--- config.mk ---
export PLATFORM = sky130hd
export DESIGN_NAME = piso_shifter
export DESIGN_NICKNAME = d
export VERILOG_FILES = /design/src/rtl/piso_shifter.sv
export SDC_FILE = /design/constraint.sdc
export NUM_CORES = 1
export LEC_CHECK = 0
export CORE_MARGIN = 2
export CORE_UTILIZATION = 35
export CTS_CLUSTER_DIAMETER = 50
export CTS_CLUSTER_SIZE = 12
export DETAILED_ROUTE_END_ITERATION = 10
export GPL_TIMING_DRIVEN = 0
export PLACE_DENSITY_LB_ADDON = 0.1
export SYNTH_ARGS = -nofsm -noshare
export SYNTH_HDL_FRONTEND = slang
export SYNTH_SLANG_ARGS = --single-unit
export TNS_END_PERCENT = 5
--- constraint.sdc ---
create_clock -name clk -period 4 [get_ports clk]
set_clock_uncertainty 0.1 [all_clocks]
set_input_delay 1.2 -clock clk [delete_from_list [all_inputs] [get_ports clk]]
set_output_delay 1.2 -clock clk [all_outputs]
set_load 0.05 [all_outputs]
--- src/rtl/piso_shifter.sv ---
// Parallel-in/serial-out shifter with valid/ready on both sides, MSB- or LSB-first per word.
// Define PISO_PREFETCH_EN to add a one-word pending buffer for gap-free back-to-back words.
module piso_shifter #(
    parameter int DATA_W = 32,
    parameter int LANES  = 1,
    localparam int BEATS = DATA_W / LANES,
    localparam int CNT_W = $clog2(BEATS + 1)
) (
    input  logic              clk,
    input  logic              rst_n,
    input  logic              i_valid,
    output logic              o_ready,
    input  logic [DATA_W-1:0] i_data,
    input  logic              i_lsb_first,
    input  logic [CNT_W-1:0]  i_len,
    output logic              o_valid,
    input  logic              i_ready,
    output logic [LANES-1:0]  o_data,
    output logic              o_last,
    output logic              o_busy
);

    localparam logic [CNT_W-1:0] BEATS_C = CNT_W'(BEATS);
    localparam logic [CNT_W-1:0] ONE_C   = CNT_W'(1);

    typedef enum logic {
        IDLE,
        SHIFT
    } state_t;

    state_t              state_q, state_d;
    logic [DATA_W-1:0]   sreg_q, sreg_d;
    logic                lsb_q, lsb_d;
    logic [CNT_W-1:0]    cnt_q, cnt_d;
    logic                valid_q, valid_d;
    logic                last_q, last_d;
    logic                busy_q, busy_d;
    logic                ready_q, ready_d;
    logic [LANES-1:0]    data_q, data_d;
    logic                accept;
    logic                beatDone;

`ifdef PISO_PREFETCH_EN
    logic                pendValid_q, pendValid_d;
    logic [DATA_W-1:0]   pendData_q, pendData_d;
    logic                pendLsb_q, pendLsb_d;
    logic [CNT_W-1:0]    pendLen_q, pendLen_d;
    logic                takeDirect;
`endif

    // A zero or oversized length means "the whole word".
    function automatic logic [CNT_W-1:0] effLen(input logic [CNT_W-1:0] len);
        return ((len == '0) || (len > BEATS_C)) ? BEATS_C : len;
    endfunction

    function automatic logic [LANES-1:0] beatOf(input logic [DATA_W-1:0] word, input logic lsb);
        return lsb ? word[LANES-1:0] : word[DATA_W-1 -: LANES];
    endfunction

    function automatic logic [DATA_W-1:0] shiftOut(input logic [DATA_W-1:0] word, input logic lsb);
        return lsb ? (word >> LANES) : (word << LANES);
    endfunction

    assign accept   = i_valid && ready_q;
    assign beatDone = valid_q && i_ready;

    always_comb begin
        state_d = state_q;
        sreg_d  = sreg_q;
        lsb_d   = lsb_q;
        cnt_d   = cnt_q;
`ifdef PISO_PREFETCH_EN
        pendValid_d = pendValid_q;
        pendData_d  = pendData_q;
        pendLsb_d   = pendLsb_q;
        pendLen_d   = pendLen_q;
        takeDirect  = 1'b0;
`endif
        case (state_q)
            IDLE: begin
                if (accept) begin
                    state_d = SHIFT;
                    sreg_d  = i_data;
                    lsb_d   = i_lsb_first;
                    cnt_d   = effLen(i_len);
`ifdef PISO_PREFETCH_EN
                    takeDirect = 1'b1;
`endif
                end
            end
            SHIFT: begin
                if (beatDone) begin
                    if (cnt_q == ONE_C) begin
`ifdef PISO_PREFETCH_EN
                        // Chain straight into the next word so the output never bubbles.
                        if (pendValid_q) begin
                            sreg_d      = pendData_q;
                            lsb_d       = pendLsb_q;
                            cnt_d       = pendLen_q;
                            pendValid_d = 1'b0;
                        end else if (accept) begin
                            sreg_d     = i_data;
                            lsb_d      = i_lsb_first;
                            cnt_d      = effLen(i_len);
                            takeDirect = 1'b1;
                        end else begin
                            state_d = IDLE;
                            sreg_d  = '0;
                            cnt_d   = '0;
                        end
`else
                        state_d = IDLE;
                        sreg_d  = '0;
                        cnt_d   = '0;
`endif
                    end else begin
                        sreg_d = shiftOut(sreg_q, lsb_q);
                        cnt_d  = cnt_q - ONE_C;
                    end
                end
            end
            default: begin
                state_d = IDLE;
            end
        endcase

`ifdef PISO_PREFETCH_EN
        if (accept && !takeDirect) begin
            pendValid_d = 1'b1;
            pendData_d  = i_data;
            pendLsb_d   = i_lsb_first;
            pendLen_d   = effLen(i_len);
        end
        ready_d = !pendValid_d;
`else
        ready_d = (state_d == IDLE);
`endif

        // Outputs are computed from next state so they appear registered with no extra latency.
        valid_d = (state_d == SHIFT);
        busy_d  = valid_d;
        last_d  = valid_d && (cnt_d == ONE_C);
        data_d  = valid_d ? beatOf(sreg_d, lsb_d) : '0;
    end

    always_ff @(posedge clk) begin
        if (!rst_n) begin
            state_q <= IDLE;
            sreg_q  <= '0;
            lsb_q   <= 1'b0;
            cnt_q   <= '0;
            valid_q <= 1'b0;
            last_q  <= 1'b0;
            busy_q  <= 1'b0;
            ready_q <= 1'b0;
            data_q  <= '0;
`ifdef PISO_PREFETCH_EN
            pendValid_q <= 1'b0;
            pendData_q  <= '0;
            pendLsb_q   <= 1'b0;
            pendLen_q   <= '0;
`endif
        end else begin
            state_q <= state_d;
            sreg_q  <= sreg_d;
            lsb_q   <= lsb_d;
            cnt_q   <= cnt_d;
            valid_q <= valid_d;
            last_q  <= last_d;
            busy_q  <= busy_d;
            ready_q <= ready_d;
            data_q  <= data_d;
`ifdef PISO_PREFETCH_EN
            pendValid_q <= pendValid_d;
            pendData_q  <= pendData_d;
            pendLsb_q   <= pendLsb_d;
            pendLen_q   <= pendLen_d;
`endif
        end
    end

    assign o_ready = ready_q;
    assign o_valid = valid_q;
    assign o_last  = last_q;
    assign o_busy  = busy_q;
    assign o_data  = data_q;

endmodule
==> results.md, run 1 <==
* Status: completed
* Final instance area at 0.003068 mm^2
* Die Ht at 87.02 um
* Syn Area/Cell at 8.902 um^2
* Vias in the first global route at 2151
* Mapped Cells at 271
* Critical Path End Type: flop
* Post-synth EDFFs at 0
* Crit path kind: primary input to flop
* Drt total wl at 6476 um
* Post-CTS setup buffer count at 0
* Register area share after synthesis at 0.3568
* Global-route wire length before repair at 10710 um
* Num ports at 48
* Ys flop type: dfxtp_1
* # DRC at 0
* Commonest non-fill, non-tap cells in the layout: clkdlybuf4s50_1 (47), mux2i_1 (43), dfxtp_1 (43)
* TritonCTS buffer count at 5
* Initial core utilization at 0.3590
* Worst setup margin at 1056 ps
* Hold Crit Class: flop to flop
* Core ar. at 0.006719 mm^2
* Crit path from: i_valid
* Syn Nets at 316
* First-pass iteration count of the detailed router at 4
* Final nets at 370
* Ant. Diodes at 0
* Register Area at 860.8 um^2
* Initial DRC Count at 96
* Hold_buf cts at 0
* Largest net degree at the start of global routing at 14
* Area of the multi-input gates at 0.001421 mm^2
* Tcrit/Tclk final at 0.7359
* Final min period at 2944 ps
* Leakage at 1.161 nW
* RR Startpoint: cnt_q[0]
* CTS Sinks at 43
* Die area at 0.007572 mm^2
* Combinational power share at 0.236
* Crit path DAT at 3080 ps
* Worst-Margin Slew at 777.4 ps
* Critical path buffers and inverters at 2
* # rows at 30
* Max transition margin at 0.4817
* Commonest non-fill, non-tap cell in the layout: clkdlybuf4s50_1
* Via count at 2158
* NetSw at 301.4 uW
* Layout cells sized above 1 at 0.07362
* Vias per cell at 5.315
* CP Cell Sequence: clkdlybuf4s50_1 > nand2_1 > nor2_1 > clkbuf_1 > nand3b_1 > a21boi_0
* Final Util at 0.4566
* Clk root buf: clkbuf_8
* Count of final setup violators at 0
* P_int at 706.4 uW
* CP required at 4130 ps
* GR Util All Layers at 0.1791
* Cell Area, Placed at 0.002983 mm^2
* CTS H-tree depth at 2
* Initial antenna violation count at 0
* Syn-to-layout area delta at 27.18%
* Worst-path clk slew at 90 ps
* Setup WS pre-CTS at 731.1 ps
* HP Start: sreg_q[4]
* CTS tree: built
* Switch share at 0.2991
* Filler cells at 693
* Max stage delay cell, worst path: clkdlybuf4s50_1
* Clock power share at 0.279
* Final Hold Viols at 0
* Critical path peak fanout at 10
* Synth Register Bits at 43
* Die X at 87.02 um
* Post-DR wirelength/cell at 15.95 um
* Post-CTS Resized at 0
* Pwr dens at 328.5 mW/mm^2
* RSZ-0062 raised after global routing: no
* Port bufs at 47
* Peak supply drop at 0.1277 mV
* YS warnings at 0
* CP max stage delay at 560 ps
* GR Overflow Total at 0
* Post-DRT Antenna Nets at 0
* CP top delay family: buffers and inverters
* Netlist Area Pre-Place at 0.002412 mm^2
* Startpoint Class: primary input
* Seq pwr share at 0.485
* Post-synthesis cell type count at 45
* Final GP Congestion at 0.7772
* DP Wirelength at 4714 um
* Max clock buf depth at 2
* Fmax at 339.7 MHz
* Max Slew Vio Count at 0
* Total negative slack at 0 ps
* Synth async-reset ratio at 0
* Max_cap viols at 0
* Skew-Pair Late Insertion Delay at 300 ps
[kinds of logic (layout without fill, tap and decap cells)]
logic type | Yosys count | in the layout | share of synthesized area
DFF | 43 | 43 | 0.3568
muxes | 44 | 44 | 0.1831
and+or+nand+nor | 80 | 80 | 0.1940
AOI/OAI and AO/OA | 74 | 74 | 0.2018
adders and majority gates | 2 | 2 | 0.01037
buffers and inverters | 28 | 83 | 0.05394
[synthesized netlist by cell type (all sizes together) (2+ instances only)]
library cell  count  area share
dfxtp            43        0.36
mux2i            43        0.18
and2             24       0.063
o22ai            21       0.054
o21ai            19       0.039
nor2             18       0.028
nand2            14       0.022
buf              12       0.029
clkbuf           12       0.019
o311a            12       0.050
a21oi            11       0.023
nor2b             5       0.013
inv               4      0.0062
nand3b            3       0.015
nor4              3       0.013
a21boi            2      0.0062
ha                2       0.010
nand3             2      0.0062
nor3              2      0.0041
nor3b             2      0.0062
or3               2      0.0073
[path summary, 6_finish.rpt]
check                           cells past startpoint  slack [ps]         to
worst max-delay path                                6        1060   cnt_q[1]
worst max register to register                      7        1950     o_last
worst min-delay path                                1         450  sreg_q[4]
worst min register to register                      1         450  sreg_q[4]
[flip-flops by register name (all words and copies together) (netlist names)]
signal / flops
lsb_q: 1
o_ready: 1
o_last: 1
o_busy: 1
cnt_q: 6
sreg_q: 32
o_data: 1
[layout make-up]
| type | count | share of cell area |
|---|---|---|
| well taps | 80 | 0.03263 |
| clock buffers | 6 | 0.02365 |
| flip-flops and latches | 43 | 0.2806 |
| inverters | 4 | 0.004894 |
| multi-input cells | 200 | 0.4633 |
| plain buffers | 24 | 0.03752 |
| clock inverters | 2 | 0.004078 |
| repair buffers | 47 | 0.1533 |
[through the flow]
step                      hold slack (ps)  instances  power (mW)
after floorplan                     404.4        271      0.6448
after global placement              427.1        398      0.7339
after detailed placement            425.2        398      0.7370
after CTS                           447.9        406       1.019
after global routing                475.3        406       1.065
final                               452.7        406       1.008
[power groups by stage]
stage                     Clock [mW]  Combinational (mW)  Sequential (mW)
after floorplan                    0               0.147            0.498
after global placement             0               0.236            0.498
after detailed placement           0               0.239            0.498
after CTS                      0.291               0.240            0.488
after global routing           0.309               0.263            0.493
final                          0.281               0.238            0.489
[layer usage]
metal,track usage,up-vias,part of all wire
li1,-,1093,-
met1,0.2379,1007,0.48
met2,0.3012,52,0.46
met3,0.03507,6,0.048
met4,0.03835,0,0.0097
met5,0,-,0
Note: power is estimated with default switching activity, not from simulation.
==> run 2, diff against run 1 <==
==> constraint.sdc (replaced) <==
create_clock -name clk -period 2.7 [get_ports clk]
set_clock_uncertainty 0.1 [all_clocks]
set_input_delay 0.81 -clock clk [delete_from_list [all_inputs] [get_ports clk]]
set_output_delay 0.81 -clock clk [all_outputs]
set_load 0.05 [all_outputs]
==> results of run 2 <==
Same layout as run 1 (identical final DEF). Status: completed.
Main changes from that run: setup slack after placement 731.1 ps -> -178.9 ps; setup slack after layout 1056 ps -> 146.4 ps; register-to-register setup slack 1950 ps -> 650 ps; total power 1.008 mW -> 1.493 mW; worst IR drop on VDD 0.1277 mV -> 0.1892 mV
==> run 3, diff against run 2 <==
--- a/config.mk
+++ b/config.mk
@@ -11,6 +11,7 @@
 export CTS_CLUSTER_SIZE = 12
 export DETAILED_ROUTE_END_ITERATION = 10
 export GPL_TIMING_DRIVEN = 0
+export HOLD_SLACK_MARGIN = 0.1
 export PLACE_DENSITY_LB_ADDON = 0.1
 export SYNTH_ARGS = -nofsm -noshare
 export SYNTH_HDL_FRONTEND = slang
==> results of run 3 <==
Same layout as run 1 (identical final DEF). Status: completed.
Main changes from that run: setup slack after placement 731.1 ps -> -178.9 ps; setup slack after layout 1056 ps -> 146.4 ps; register-to-register setup slack 1950 ps -> 650 ps; total power 1.008 mW -> 1.493 mW; worst IR drop on VDD 0.1277 mV -> 0.1892 mV
